===== src/rtl/iter_shifter.sv =====
// Multi-cycle shift/rotate unit: moves at most STEP bit positions per BUSY cycle.
// Optional build macro ITER_SHIFTER_FLUSH_EN adds the i_flush abort input.
module iter_shifter #(
   parameter int WIDTH = 32,
   parameter int BITS  = $clog2(WIDTH),
   parameter int STEP  = 4
) (
   input  logic             i_clk,
   input  logic             i_rst_n,
`ifdef ITER_SHIFTER_FLUSH_EN
   input  logic             i_flush,
`endif
   input  logic             i_valid,
   output logic             o_ready,
   input  logic [WIDTH-1:0] i_operand,
   input  logic [BITS-1:0]  i_amount,
   input  logic             i_dir,
   input  logic             i_mode,
   input  logic             i_arith,
   output logic             o_valid,
   input  logic             i_ready,
   output logic [WIDTH-1:0] o_result,
   output logic [1:0]       o_state
);

   // Handshake: a request transfers on a rising edge with i_valid && o_ready;
   // a result transfers on a rising edge with o_valid && i_ready. The requester
   // holds its request until o_ready; o_result stays frozen while o_valid is
   // high and i_ready is low.

   typedef enum logic [1:0] {
      IDLE = 2'd0,
      BUSY = 2'd1,
      DONE = 2'd2
   } state_t;

   localparam logic [BITS:0] STEP_W  = (BITS+1)'(STEP);
   localparam logic [BITS:0] WIDTH_W = (BITS+1)'(WIDTH);

   state_t           state;
   logic [WIDTH-1:0] work;
   logic [BITS-1:0]  rem;
   logic             dir_q;
   logic             mode_q;
   logic             fill_q;

   logic [BITS:0]    rem_ext;
   logic [BITS:0]    s;
   logic [BITS-1:0]  rem_nx;
   logic [WIDTH-1:0] shifted;

   assign o_state = state;

   always_comb begin
      rem_ext = {1'b0, rem};
      s       = (rem_ext >= STEP_W) ? STEP_W : rem_ext;
      // s never exceeds rem, which is below WIDTH, so the low bits are exact
      rem_nx  = rem - s[BITS-1:0];
      shifted = work;
      if (mode_q) begin
         if (dir_q)
            shifted = work << s;
         else if (fill_q)
            shifted = ~(~work >> s);
         else
            shifted = work >> s;
      end else begin
         if (dir_q)
            shifted = (work << s) | (work >> (WIDTH_W - s));
         else
            shifted = (work >> s) | (work << (WIDTH_W - s));
      end
   end

   always_ff @(posedge i_clk or negedge i_rst_n) begin
      if (!i_rst_n) begin
         state    <= IDLE;
         o_valid  <= 1'b0;
         o_ready  <= 1'b1;
         o_result <= '0;
         rem      <= '0;
         work     <= '0;
         dir_q    <= 1'b0;
         mode_q   <= 1'b0;
         fill_q   <= 1'b0;
      end else
`ifdef ITER_SHIFTER_FLUSH_EN
      if (i_flush) begin
         state   <= IDLE;
         o_valid <= 1'b0;
         o_ready <= 1'b1;
         rem     <= '0;
      end else
`endif
      begin
         case (state)
            IDLE: begin
               if (i_valid) begin
                  work    <= i_operand;
                  dir_q   <= i_dir;
                  mode_q  <= i_mode;
                  // mode gates first so an undriven arith cannot leak into rotates
                  fill_q  <= i_mode & ~i_dir & i_arith & i_operand[WIDTH-1];
                  o_ready <= 1'b0;
                  if (i_amount == '0) begin
                     state    <= DONE;
                     o_valid  <= 1'b1;
                     o_result <= i_operand;
                     rem      <= '0;
                  end else begin
                     state <= BUSY;
                     rem   <= i_amount;
                  end
               end
            end
            BUSY: begin
               work <= shifted;
               rem  <= rem_nx;
               if (rem_nx == '0) begin
                  state    <= DONE;
                  o_valid  <= 1'b1;
                  o_result <= shifted;
               end
            end
            DONE: begin
               if (i_ready) begin
                  state   <= IDLE;
                  o_valid <= 1'b0;
                  o_ready <= 1'b1;
               end
            end
            default: begin
               state   <= IDLE;
               o_valid <= 1'b0;
               o_ready <= 1'b1;
            end
         endcase
      end
   end

endmodule


===== config.mk =====
export PLATFORM = sky130hd
export DESIGN_NAME = iter_shifter
export DESIGN_NICKNAME = d
export VERILOG_FILES = /design/src/rtl/iter_shifter.sv
export SDC_FILE = /design/constraint.sdc
export NUM_CORES = 1
export LEC_CHECK = 0
export BUFFER_PORTS_ARGS = -buffer_cell sky130_fd_sc_hd__buf_2
export CORE_UTILIZATION = 55
export CTS_BUF_LIST = sky130_fd_sc_hd__clkbuf_8
export CTS_CLUSTER_SIZE = 25
export DETAILED_ROUTE_END_ITERATION = 8
export PLACE_DENSITY_LB_ADDON = 0.08
export SLEW_MARGIN = 20
export SYNTH_ARGS = -nofsm -noshare
export SYNTH_HDL_FRONTEND = slang
export SYNTH_SLANG_ARGS = --single-unit
export TNS_END_PERCENT = 50

===== constraint.sdc =====
create_clock -name i_clk -period 6.7 [get_ports i_clk]
set_input_delay 0 -clock i_clk [delete_from_list [all_inputs] [get_ports i_clk]]
set_output_delay 0 -clock i_clk [all_outputs]
set_load 0.03 [all_outputs]

Word-level counts from Yosys, hierarchy flattened
Index checks and enable logic that the tools add are counted.

cells by class
  $lt $le $gt $ge = 1
  $add $sub $neg = 2
  bitwise gates (word level) = 9
  mux-type cells = 27
  eq/ne operators = 6
  shifts and indexed selects = 5
  reduce and logical (&&, ||, !) cells = 10

operators by type and width
  cell                                                  count
  two-way mux 32 bit                                    8
  case mux 32 bit (2 select lines)                      2
  NOT 32 bit                                            2
  OR 32 bit                                             2
  right shift 32 x 5 -> 32 bit                          2
  left shift 32 x 5 -> 32 bit                           1
  left shift 32 x 6 -> 32 bit                           1
  right shift 32 x 6 -> 32 bit                          1
  two-way mux 5 bit                                     3
  zero test 5 bit                                       2
  case mux 5 bit (2 select lines)                       1
  two-way mux 2 bit                                     4
  != test 2 bit (second input constant)                 4
  AND reduction 4 bit                                   2
  two-way mux 1 bit                                     6
  case mux 1 bit (3 select lines)                       2
  case mux 2 bit (3 select lines)                       1
  AND reduction 3 bit                                   2
  subtractor 6 x 5 -> 6 bit (first input constant)      1
  >= comparator 5 x 3 -> 1 bit (second input constant)  1
  subtractor 5 bit                                      1
  AND reduction 2 bit                                   2
  AND 1 bit                                             3
  equality test 2 x 1 -> 1 bit (second input constant)  1
  other kinds (4)                                       5

word-level totals
  logic and storage cells = 69
  register bits = 76
  output and inout bits = 36

Longest topological paths before layout
Gate-level depths: netlist (run 1).

  word-level depth = 9
  mapped depth = 15

Worst setup path before layout (run 1)
OpenSTA, ideal clock, no wires.

  kind = register to register
  start = register rem[2]
  end = register o_result[8]
  setup slack = 3.199 ns
  required time = 6.570 ns
  stages on the path, launching flop included = 16
  arrival = 3.371 ns
  setup time = 0.130 ns
  cells stage by stage = dfrtp_1 -> buf_6 -> nor4b_4 -> inv_2 -> buf_2 -> clkbuf_1 -> ha_1 -> buf_2 -> inv_1 -> clkbuf_1 -> clkbuf_1 -> mux4_2 -> o21ai_0 -> nand4_1 -> nand3_1 -> a31oi_1

on the way
  word-level cells in the longest chain between the ends = 9
  elaborated cells on any way between the ends = 21

RTL lines
  what                                                                       RTL line    RTL
  start, declared                                                            42          logic [BITS-1:0] rem;
  start signal, assigned                                                     112         rem <= i_amount;
  start signal, assigned                                                     118         rem <= rem_nx;
  >= comparator 5 x 3 -> 1 bit                                               56          s = (rem_ext >= STEP_W) ? STEP_W : rem_ext;
  two-way mux 5 bit                                                          56
  subtractor 6 x 5 -> 6 bit or right shift 32 x 5 -> 32 bit (tied branches)  69, 71, 64
  left shift 32 x 6 -> 32 bit (tied with other cells)                        71          shifted = (work >> s) | (work << (WIDTH_W - s));
  OR 32 bit (tied with other cells)                                          71
  two-way mux 32 bit (on tied branches)                                      68, 61
  two-way mux 32 bit                                                         60          if (mode_q) begin
  two-way mux 32 bit                                                         119         if (rem_nx == '0) begin
  case mux 32 bit (2 select lines)                                           96          case (state)
  end signal, assigned                                                       108         o_result <= i_operand;
  end signal, assigned                                                       122         o_result <= shifted;
  end, declared                                                              22          output logic [WIDTH-1:0] o_result,

Parallel ways exist; a longest one is shown, timed or not. The select of a mux whose other input is x is not followed.
A chain may end at the register's enable or synchronous reset.

Worst setup path in the final report (run 1)
  start = register rem[2]
  end = register o_result[13]

The elaborated chain is that of the path after synthesis.

==> summary.txt, run 1 <==
STA
  • Worst-Margin Slew: 1.05 ns
  • Final Skew: 0.0120 ns
  • Worst slew margin: 30.2%
  • Final critical path time including I/O delays and setup: 4.32 ns
  • Post-route fraction of the period consumed by the critical path: 64.5%
  • Number of pins with negative max-slew slack in the final report: 0
  • Upper clock frequency limit: 232 MHz
  • Number of failing hold endpoints at the final stage: 0
  • Final setup violation count: 0
  • Total Neg Setup Slack: 0 ns
  • Unrepaired setup endpoints after global routing: false

CTS
  • Number of CTS-inserted buffers: 9
  • TritonCTS clock tree: yes
  • Clock H-tree levels: 3
  • Clk_lat worst skew: 0.39 ns
  • Cts repair resizes: 0
  • Hold-fix buffers, CTS: 33
  • Sinks on Clock Net: 76
  • Setup Fix Bufs, Post-CTS: 0
  • Clock Path Buffers: 2
  • Clock-pin transition on the worst setup and hold timing paths: 0.09 ns
  • Clock Root Buffer: sky130_fd_sc_hd__clkbuf_8

Synthesis
  • Distinct cell type count after synthesis: 74
  • Number of enable flip-flop cells after synthesis: 0
  • Dominant cell type by area after synthesis: sky130_fd_sc_hd__dfrtp_1
  • Part of the Yosys area used for sequential elements: 24.5%
  • Number of warning messages in the yosys log: 0
  • Count of mapped cells out of synthesis: 885
  • Leading cell type by number of instances after synthesis: sky130_fd_sc_hd__nand2_1
  • Async set-or-reset flop fraction in the synthesized netlist: 100%
  • Area share of the largest cell type after synthesis: 24.1%
  • Leading cell types by count after synthesis: sky130_fd_sc_hd__nand2_1 (114), sky130_fd_sc_hd__clkbuf_1 (75), sky130_fd_sc_hd__dfrtp_1 (75)
  • Ys flop type: sky130_fd_sc_hd__dfrtp_1
  • Synthesized Nets: 931
  • Combined area of all synthesized cells: 0.00778 mm^2
  • Average footprint of a synthesized cell: 8.79 um^2
  • Number of storage elements in the synthesis netlist: 76
  • Cell types occupying the most area after synthesis: sky130_fd_sc_hd__dfrtp_1 (24%), sky130_fd_sc_hd__mux4_2 (19%), sky130_fd_sc_hd__mux2i_1 (6.7%), sky130_fd_sc_hd__nand2_1 (5.5%), sky130_fd_sc_hd__a21oi_1 (3.9%)

Layout
  • Footprint of the multi-input gates: 0.00533 mm^2
  • Nets: 959
  • Number of antenna diodes: 0
  • FF/Latch Area: 0.00190 mm^2
  • Area grow syn2layout: 10.8%
  • Layout filler cell count: 1206
  • Layout cell share with drive strength beyond 1: 23.0%

Routing
  • Number of DRC markers after the initial detailed-route iteration: 1490
  • Detailed-route DRC error count: 0
  • Number of optimization iterations in the first detailed-route pass: 6
  • Vias: 8432
  • Vias per cell: 7.68
  • Routed wire length: 32100 um
  • Wire per inst: 29.2 um
  • Final antenna-violating net count: 0

Placement
  • DP Wirelength: 20100 um
  • Final weighted congestion in routability-driven placement: 1.05
  • Number of buffers inserted by port buffering: 79

Hold path
  • Hold Path End: work[5]$_DFFE_PN0P_
  • HP Start: i_operand[5]
  • Worst min-delay path class: in -> reg
  • Worst Hold Path Cells: 3

Global route
  • Global-route congestion overflow total: 0
  • Total global-route track usage: 44.3%
  • Maximum number of pins on one net before global-route repair: 77
  • Via count of the first global-routing pass: 7801
  • Global-route wire length before repair: 47800 um
  • Number of antenna violations at the first check in global routing: 1

Die
  • Initial core utilization: 56.3%
  • DIE AREA: 0.0146 mm^2
  • I/O pins: 80
  • Number of standard-cell rows in the floorplan: 43
  • Chip width: 121 um
  • Vert. Die Dim: 121 um
  • CORE AREA: 0.0138 mm^2

Setup path
  • Critical path class: reg -> reg
  • Worst setup slack for register-to-register paths: 2.38 ns
  • Crit. End Element: flip-flop
  • Arrival time worst endpoint: 4.58 ns
  • Crit path required time: 6.96 ns
  • Worst-case reg-to-reg path depth: 9
  • Crit start category: flip-flop
  • Critical register-to-register path endpoint: o_result[13]$_DFFE_PN0P_
  • Startpoint of the worst register-to-register path: rem[2]$_DFFE_PN0P_
  • Biggest fanout along the worst timing path: 16

Status
  • Status: finished clean

Job
  • Number of max-cap violations: 0
## flip-flops by register name, indices dropped and copies added (netlist names), 2 cells and up
| signal | cells |
|---|---|
| o_state | 2 |
| o_result | 32 |
| rem | 5 |
| work | 32 |
## worst max-delay path, cell delays in order (launching register included)
cell                       delay (ns)
sky130_fd_sc_hd__dfrtp_1         0.59
sky130_fd_sc_hd__nor4b_1         0.57
sky130_fd_sc_hd__inv_1           0.21
sky130_fd_sc_hd__ha_1            0.51
sky130_fd_sc_hd__nor4_1          0.70
sky130_fd_sc_hd__or2_0           0.53
sky130_fd_sc_hd__mux2i_1         0.31
sky130_fd_sc_hd__o221ai_1        0.16
sky130_fd_sc_hd__a221oi_1        0.47
sky130_fd_sc_hd__o21ai_1         0.14
## how the worst max path moves through the flow
stage                       startpoint                  endpoint  slack [ns]  cells after the start
finish              rem[2]$_DFFE_PN0P_  o_result[13]$_DFFE_PN0P_        2.38                      9
global route        rem[2]$_DFFE_PN0P_  o_result[13]$_DFFE_PN0P_        2.13                      9
CTS                 rem[2]$_DFFE_PN0P_  o_result[13]$_DFFE_PN0P_        2.51                      9
detailed placement  rem[2]$_DFFE_PN0P_  o_result[13]$_DFFE_PN0P_        2.51                      9
global placement    rem[2]$_DFFE_PN0P_  o_result[13]$_DFFE_PN0P_        2.73                      9
floorplan           rem[2]$_DFFE_PN0P_   o_result[8]$_DFFE_PN0P_        3.20                     15
## cell families after synthesis
group | count (synthesis) | synth area share [%]
DFF | 76 | 24.5
other | 1 | 0.0482
muxes | 136 | 28.3
and+or+nand+nor | 261 | 15.4
buffers and inverters | 124 | 7.29
adders and majority gates | 2 | 0.322
AOI/OAI and AO/OA | 285 | 24.2
## through the flow
stage | area, um^2 | worst slack [ns] | util [%] | cells | hold WS [ns]
6_report | 8620 | 2.38 | 62.3 | 1098 | 0.0206
5_1_grt | 8620 | 2.13 | 62.3 | 1098 | 0.0233
2_1_floorplan | 7780 | 3.20 | - | 885 | -0.296
3_3_place_gp | 8030 | 2.73 | 58.1 | 1049 | 0.208
3_5_place_dp | 8030 | 2.51 | 58.1 | 1049 | 0.237
4_1_cts | 8610 | 2.51 | 62.3 | 1098 | 0.00334
## area by class of cell
cell class | instances | share of cell area [%]
Sequential cell | 76 | 22.1
Clock buffer | 10 | 1.60
Clock inverter | 6 | 1.35
Tap cell | 180 | 2.61
Timing Repair Buffer | 129 | 9.98
Inverter | 12 | 0.523
Multi-Input combinational cell | 685 | 61.8
## cell usage in the layout (no fill, tap or decap), types with 26 or more instances in the layout
master,count
sky130_fd_sc_hd__nand2_1,114
sky130_fd_sc_hd__buf_2,78
sky130_fd_sc_hd__dfrtp_1,74
sky130_fd_sc_hd__mux4_2,65
sky130_fd_sc_hd__a21oi_1,61
sky130_fd_sc_hd__mux2i_1,52
sky130_fd_sc_hd__nor2_1,52
sky130_fd_sc_hd__a31oi_1,45
sky130_fd_sc_hd__o21ai_0,33
sky130_fd_sc_hd__dlygate4sd3_1,33
sky130_fd_sc_hd__nor3_1,26
## routing by layer
| layer | part of all wire (%) | track usage, % | vias up |
|---|---|---|---|
| met4 | 5.2 | 20.7 | 0 |
| met2 | 43 | 63.4 | 759 |
| li1 | - | - | 3466 |
| met1 | 38 | 60.8 | 4055 |
| met5 | 0 | 0.368 | - |
| met3 | 14 | 13.9 | 152 |
Power of run 1 is left out: the tool's default activity adds up to more than one toggle a clock period on the data nets, which glitch-free logic cannot reach.
==> inputs of run 2 (changes only) <==
- ABC_AREA: unset -> 1
- clock period: 6.7 -> 3.55 ns (I/O delays scaled with it)
==> run 2 against run 1 <==
Effect of this change: critical path depth grew 8; utilization grew 2.2 points; highest routed layer is now met5; area after synthesis shrank 12%; critical endpoint is now o_result[28]$_DFFE_PN0P_; sequential share of layout area grew 2.3 points; critical path type unchanged; die area shrank 12%.
==> summary.txt, run 2 <==
Routing
  • Vias: 8465
  • Number of DRC markers after the initial detailed-route iteration: 1329
  • Wire per inst: 19.0 um
  • Detailed-route DRC error count: 0
  • Routed wire length: 26500 um
  • Vias per cell: 6.07
  • Final antenna-violating net count: 0
  • Number of optimization iterations in the first detailed-route pass: 6

CTS
  • Clock H-tree levels: 3
  • TritonCTS clock tree: yes
  • Clock Path Buffers: 2
  • Clk_lat worst skew: 0.40 ns
  • Number of CTS-inserted buffers: 9
  • Clock Root Buffer: sky130_fd_sc_hd__clkbuf_8
  • Setup Fix Bufs, Post-CTS: 0
  • Sinks on Clock Net: 76
  • Clock-pin transition on the worst setup and hold timing paths: 0.09 ns

Layout
  • Most frequent standard cell in the layout excluding fill and tap cells: sky130_fd_sc_hd__nand2_1
  • Footprint of the multi-input gates: 0.00425 mm^2
  • Area grow syn2layout: 13.5%
  • Commonest cells after routing, fill and taps aside: sky130_fd_sc_hd__nand2_1 (510), sky130_fd_sc_hd__nand3_1 (100), sky130_fd_sc_hd__buf_2 (78)
  • Number of antenna diodes: 0
  • Final core utilization: 64.5%
  • Layout cell share with drive strength beyond 1: 12.6%
  • Nets: 1268
  • Layout filler cell count: 1228
  • FF/Latch Area: 0.00190 mm^2
  • Leading registers by flop count: o_result (32), work (32), rem (5)

Die
  • Chip width: 114 um
  • I/O pins: 80
  • Initial core utilization: 56.9%
  • Number of standard-cell rows in the floorplan: 40
  • CORE AREA: 0.0121 mm^2
  • DIE AREA: 0.0129 mm^2
  • Vert. Die Dim: 114 um

STA
  • Unrepaired setup endpoints after global routing: false
  • Final Skew: 0.0110 ns
  • Upper clock frequency limit: 330 MHz
  • Final setup violation count: 0
  • Post-route fraction of the period consumed by the critical path: 85.3%
  • Worst-Margin Slew: 0.971 ns
  • Number of pins with negative max-slew slack in the final report: 0
  • Final critical path time including I/O delays and setup: 3.03 ns
  • Worst slew margin: 35.3%
  • Total Neg Setup Slack: 0 ns
  • Number of failing hold endpoints at the final stage: 0

Setup path
  • Arrival time worst endpoint: 3.32 ns
  • Biggest fanout along the worst timing path: 34
  • Crit start category: flip-flop
  • Crit path required time: 3.84 ns
  • Critical path class: reg -> reg
  • Worst setup slack for register-to-register paths: 0.52 ns
  • Crit. End Element: flip-flop

Synthesis
  • Dominant combinational cell family by area after synthesis: simple AND/OR/NAND/NOR gates
  • Part of the Yosys area used for sequential elements: 27.8%
  • Leading cell type by number of instances after synthesis: sky130_fd_sc_hd__nand2_1
  • Multiplexer area fraction after synthesis: 0%
  • Count of mapped cells out of synthesis: 1144
  • Dominant cell type by area after synthesis: sky130_fd_sc_hd__nand2_1
  • Leading cell types by count after synthesis: sky130_fd_sc_hd__nand2_1 (510), sky130_fd_sc_hd__nand3_1 (100), sky130_fd_sc_hd__dfrtp_1 (75)
  • Async set-or-reset flop fraction in the synthesized netlist: 100%
  • Synthesized-area fraction occupied by and/or/nand/nor cells: 43.1%
  • Ys flop type: sky130_fd_sc_hd__dfrtp_1
  • XOR/XNOR Fraction of Synth Area: 0.128%
  • Combined area of all synthesized cells: 0.00686 mm^2
  • Cell types occupying the most area after synthesis: sky130_fd_sc_hd__nand2_1 (28%), sky130_fd_sc_hd__dfrtp_1 (27%), sky130_fd_sc_hd__nand3_1 (7.3%), sky130_fd_sc_hd__inv_1 (4.1%), sky130_fd_sc_hd__o211ai_1 (3.9%)
  • Average footprint of a synthesized cell: 5.99 um^2
  • Compound-cell area share of the yosys netlist: 18.3%
  • Number of storage elements in the synthesis netlist: 76
  • Share of synthesized cell area in full adder, half adder and majority cells: 0.365%
  • Area share of the largest cell type after synthesis: 27.9%
  • Number of enable flip-flop cells after synthesis: 0
  • Distinct cell type count after synthesis: 48
  • Synthesized Nets: 1190
  • Number of warning messages in the yosys log: 0

Placement
  • Number of buffers inserted by port buffering: 79
  • Final weighted congestion in routability-driven placement: 1.07
  • DP Wirelength: 18800 um

Global route
  • Global-route wire length before repair: 41600 um
  • Via count of the first global-routing pass: 7686
  • Maximum number of pins on one net before global-route repair: 77
  • Global-route congestion overflow total: 0
  • Number of antenna violations at the first check in global routing: 0
  • Total global-route track usage: 42.4%

Status
  • Status: finished clean

Hold path
  • Worst min-delay path class: in -> reg

Job
  • Number of max-cap violations: 0
==> run 2: changes by cell type in the layout (fill, tap and decap cells not counted), moves of 26 or more <==
cell and change:
sky130_fd_sc_hd__a31oi_1 -44, sky130_fd_sc_hd__inv_1 +63, sky130_fd_sc_hd__mux2i_1 -52, sky130_fd_sc_hd__mux4_2 -65
sky130_fd_sc_hd__nand2_1 +396, sky130_fd_sc_hd__nand3_1 +80, sky130_fd_sc_hd__o211ai_1 +26
==> run 2: cell type report <==
class / count / area share, %
clock buffers: 9 / 1.59
inverters: 85 / 4.10
clock inverters: 7 / 0.659
repair buffers: 137 / 11.9
well taps: 168 / 2.70
flip-flops and latches: 76 / 24.4
multi-input cells: 913 / 54.6
==> run 2: layer usage <==
| layer | GRT usage, % | routed length (um) |
|---|---|---|
| met1 | 61.8 | 11300 |
| met2 | 57.5 | 10700 |
| met3 | 11.5 | 3400 |
| met4 | 18.9 | 1060 |
| met5 | 4.31 | 69 |
==> run 2: cell families (layout without fill, tap and decap cells) <==
logic type	count (synthesis)	count (layout)
AND/OR/NAND/NOR	706	706
AO/OA/AOI/OAI	203	203
buffers and inverters	155	238
flip-flops	76	76
adder cells (fa/ha/maj)	2	2
other	1	1
XOR/XNOR	1	1
==> run 2: timing repair <==
action	CTS	global route
hold buffers	37	0
resized for setup	0	0
endpoints found under the hold margin	134	0
==> run 2: critical path, cell delays in order (launching register included) <==
cell and delay (ns):
sky130_fd_sc_hd__dfrtp_1 0.41, sky130_fd_sc_hd__nor2_4 0.05, sky130_fd_sc_hd__nand2_2 0.07, sky130_fd_sc_hd__buf_4 0.40, sky130_fd_sc_hd__nand2_1 0.13, sky130_fd_sc_hd__ha_1 0.20
sky130_fd_sc_hd__inv_1 0.05, sky130_fd_sc_hd__nand2_1 0.09, sky130_fd_sc_hd__nand2_1 0.07, sky130_fd_sc_hd__nand2_1 0.05, sky130_fd_sc_hd__nand2_1 0.05, sky130_fd_sc_hd__o21ai_1 0.07
sky130_fd_sc_hd__inv_2 0.05, sky130_fd_sc_hd__nand4_1 0.15, sky130_fd_sc_hd__a21oi_4 0.46, sky130_fd_sc_hd__inv_2 0.38, sky130_fd_sc_hd__nand2_1 0.15, sky130_fd_sc_hd__nand2_1 0.07
==> run 2: worst paths after layout <==
check | startpoint | endpoint | cells after the start
max | rem[4]$_DFFE_PN0P_ | o_result[28]$_DFFE_PN0P_ | 17
min | i_operand[25] | work[25]$_DFFE_PN0P_ | 5
max reg2reg | rem[4]$_DFFE_PN0P_ | o_result[28]$_DFFE_PN0P_ | 17
min reg2reg | o_result[11]$_DFFE_PN0P_ | o_result[11]$_DFFE_PN0P_ | 2
max in group asynchronous | i_rst_n | work[5]$_DFFE_PN0P_ | 2
min in group asynchronous | i_rst_n | o_result[26]$_DFFE_PN0P_ | 2
==> run 2: per-stage QoR <==
| stage | instances | setup slack, ns | cell area [um^2] | hold WS (ns) |
|---|---|---|---|---|
| 2_1_floorplan | 1144 | 0.869 | 6860 | -0.296 |
| 3_3_place_gp | 1342 | 0.653 | 7240 | 0.205 |
| 3_5_place_dp | 1342 | 0.556 | 7240 | 0.211 |
| 4_1_cts | 1395 | 0.538 | 7780 | 0.00449 |
| 5_1_grt | 1395 | 0.222 | 7780 | 0.0455 |
| 6_report | 1395 | 0.520 | 7780 | 0.0149 |
Power of run 2 is left out for the same reason.
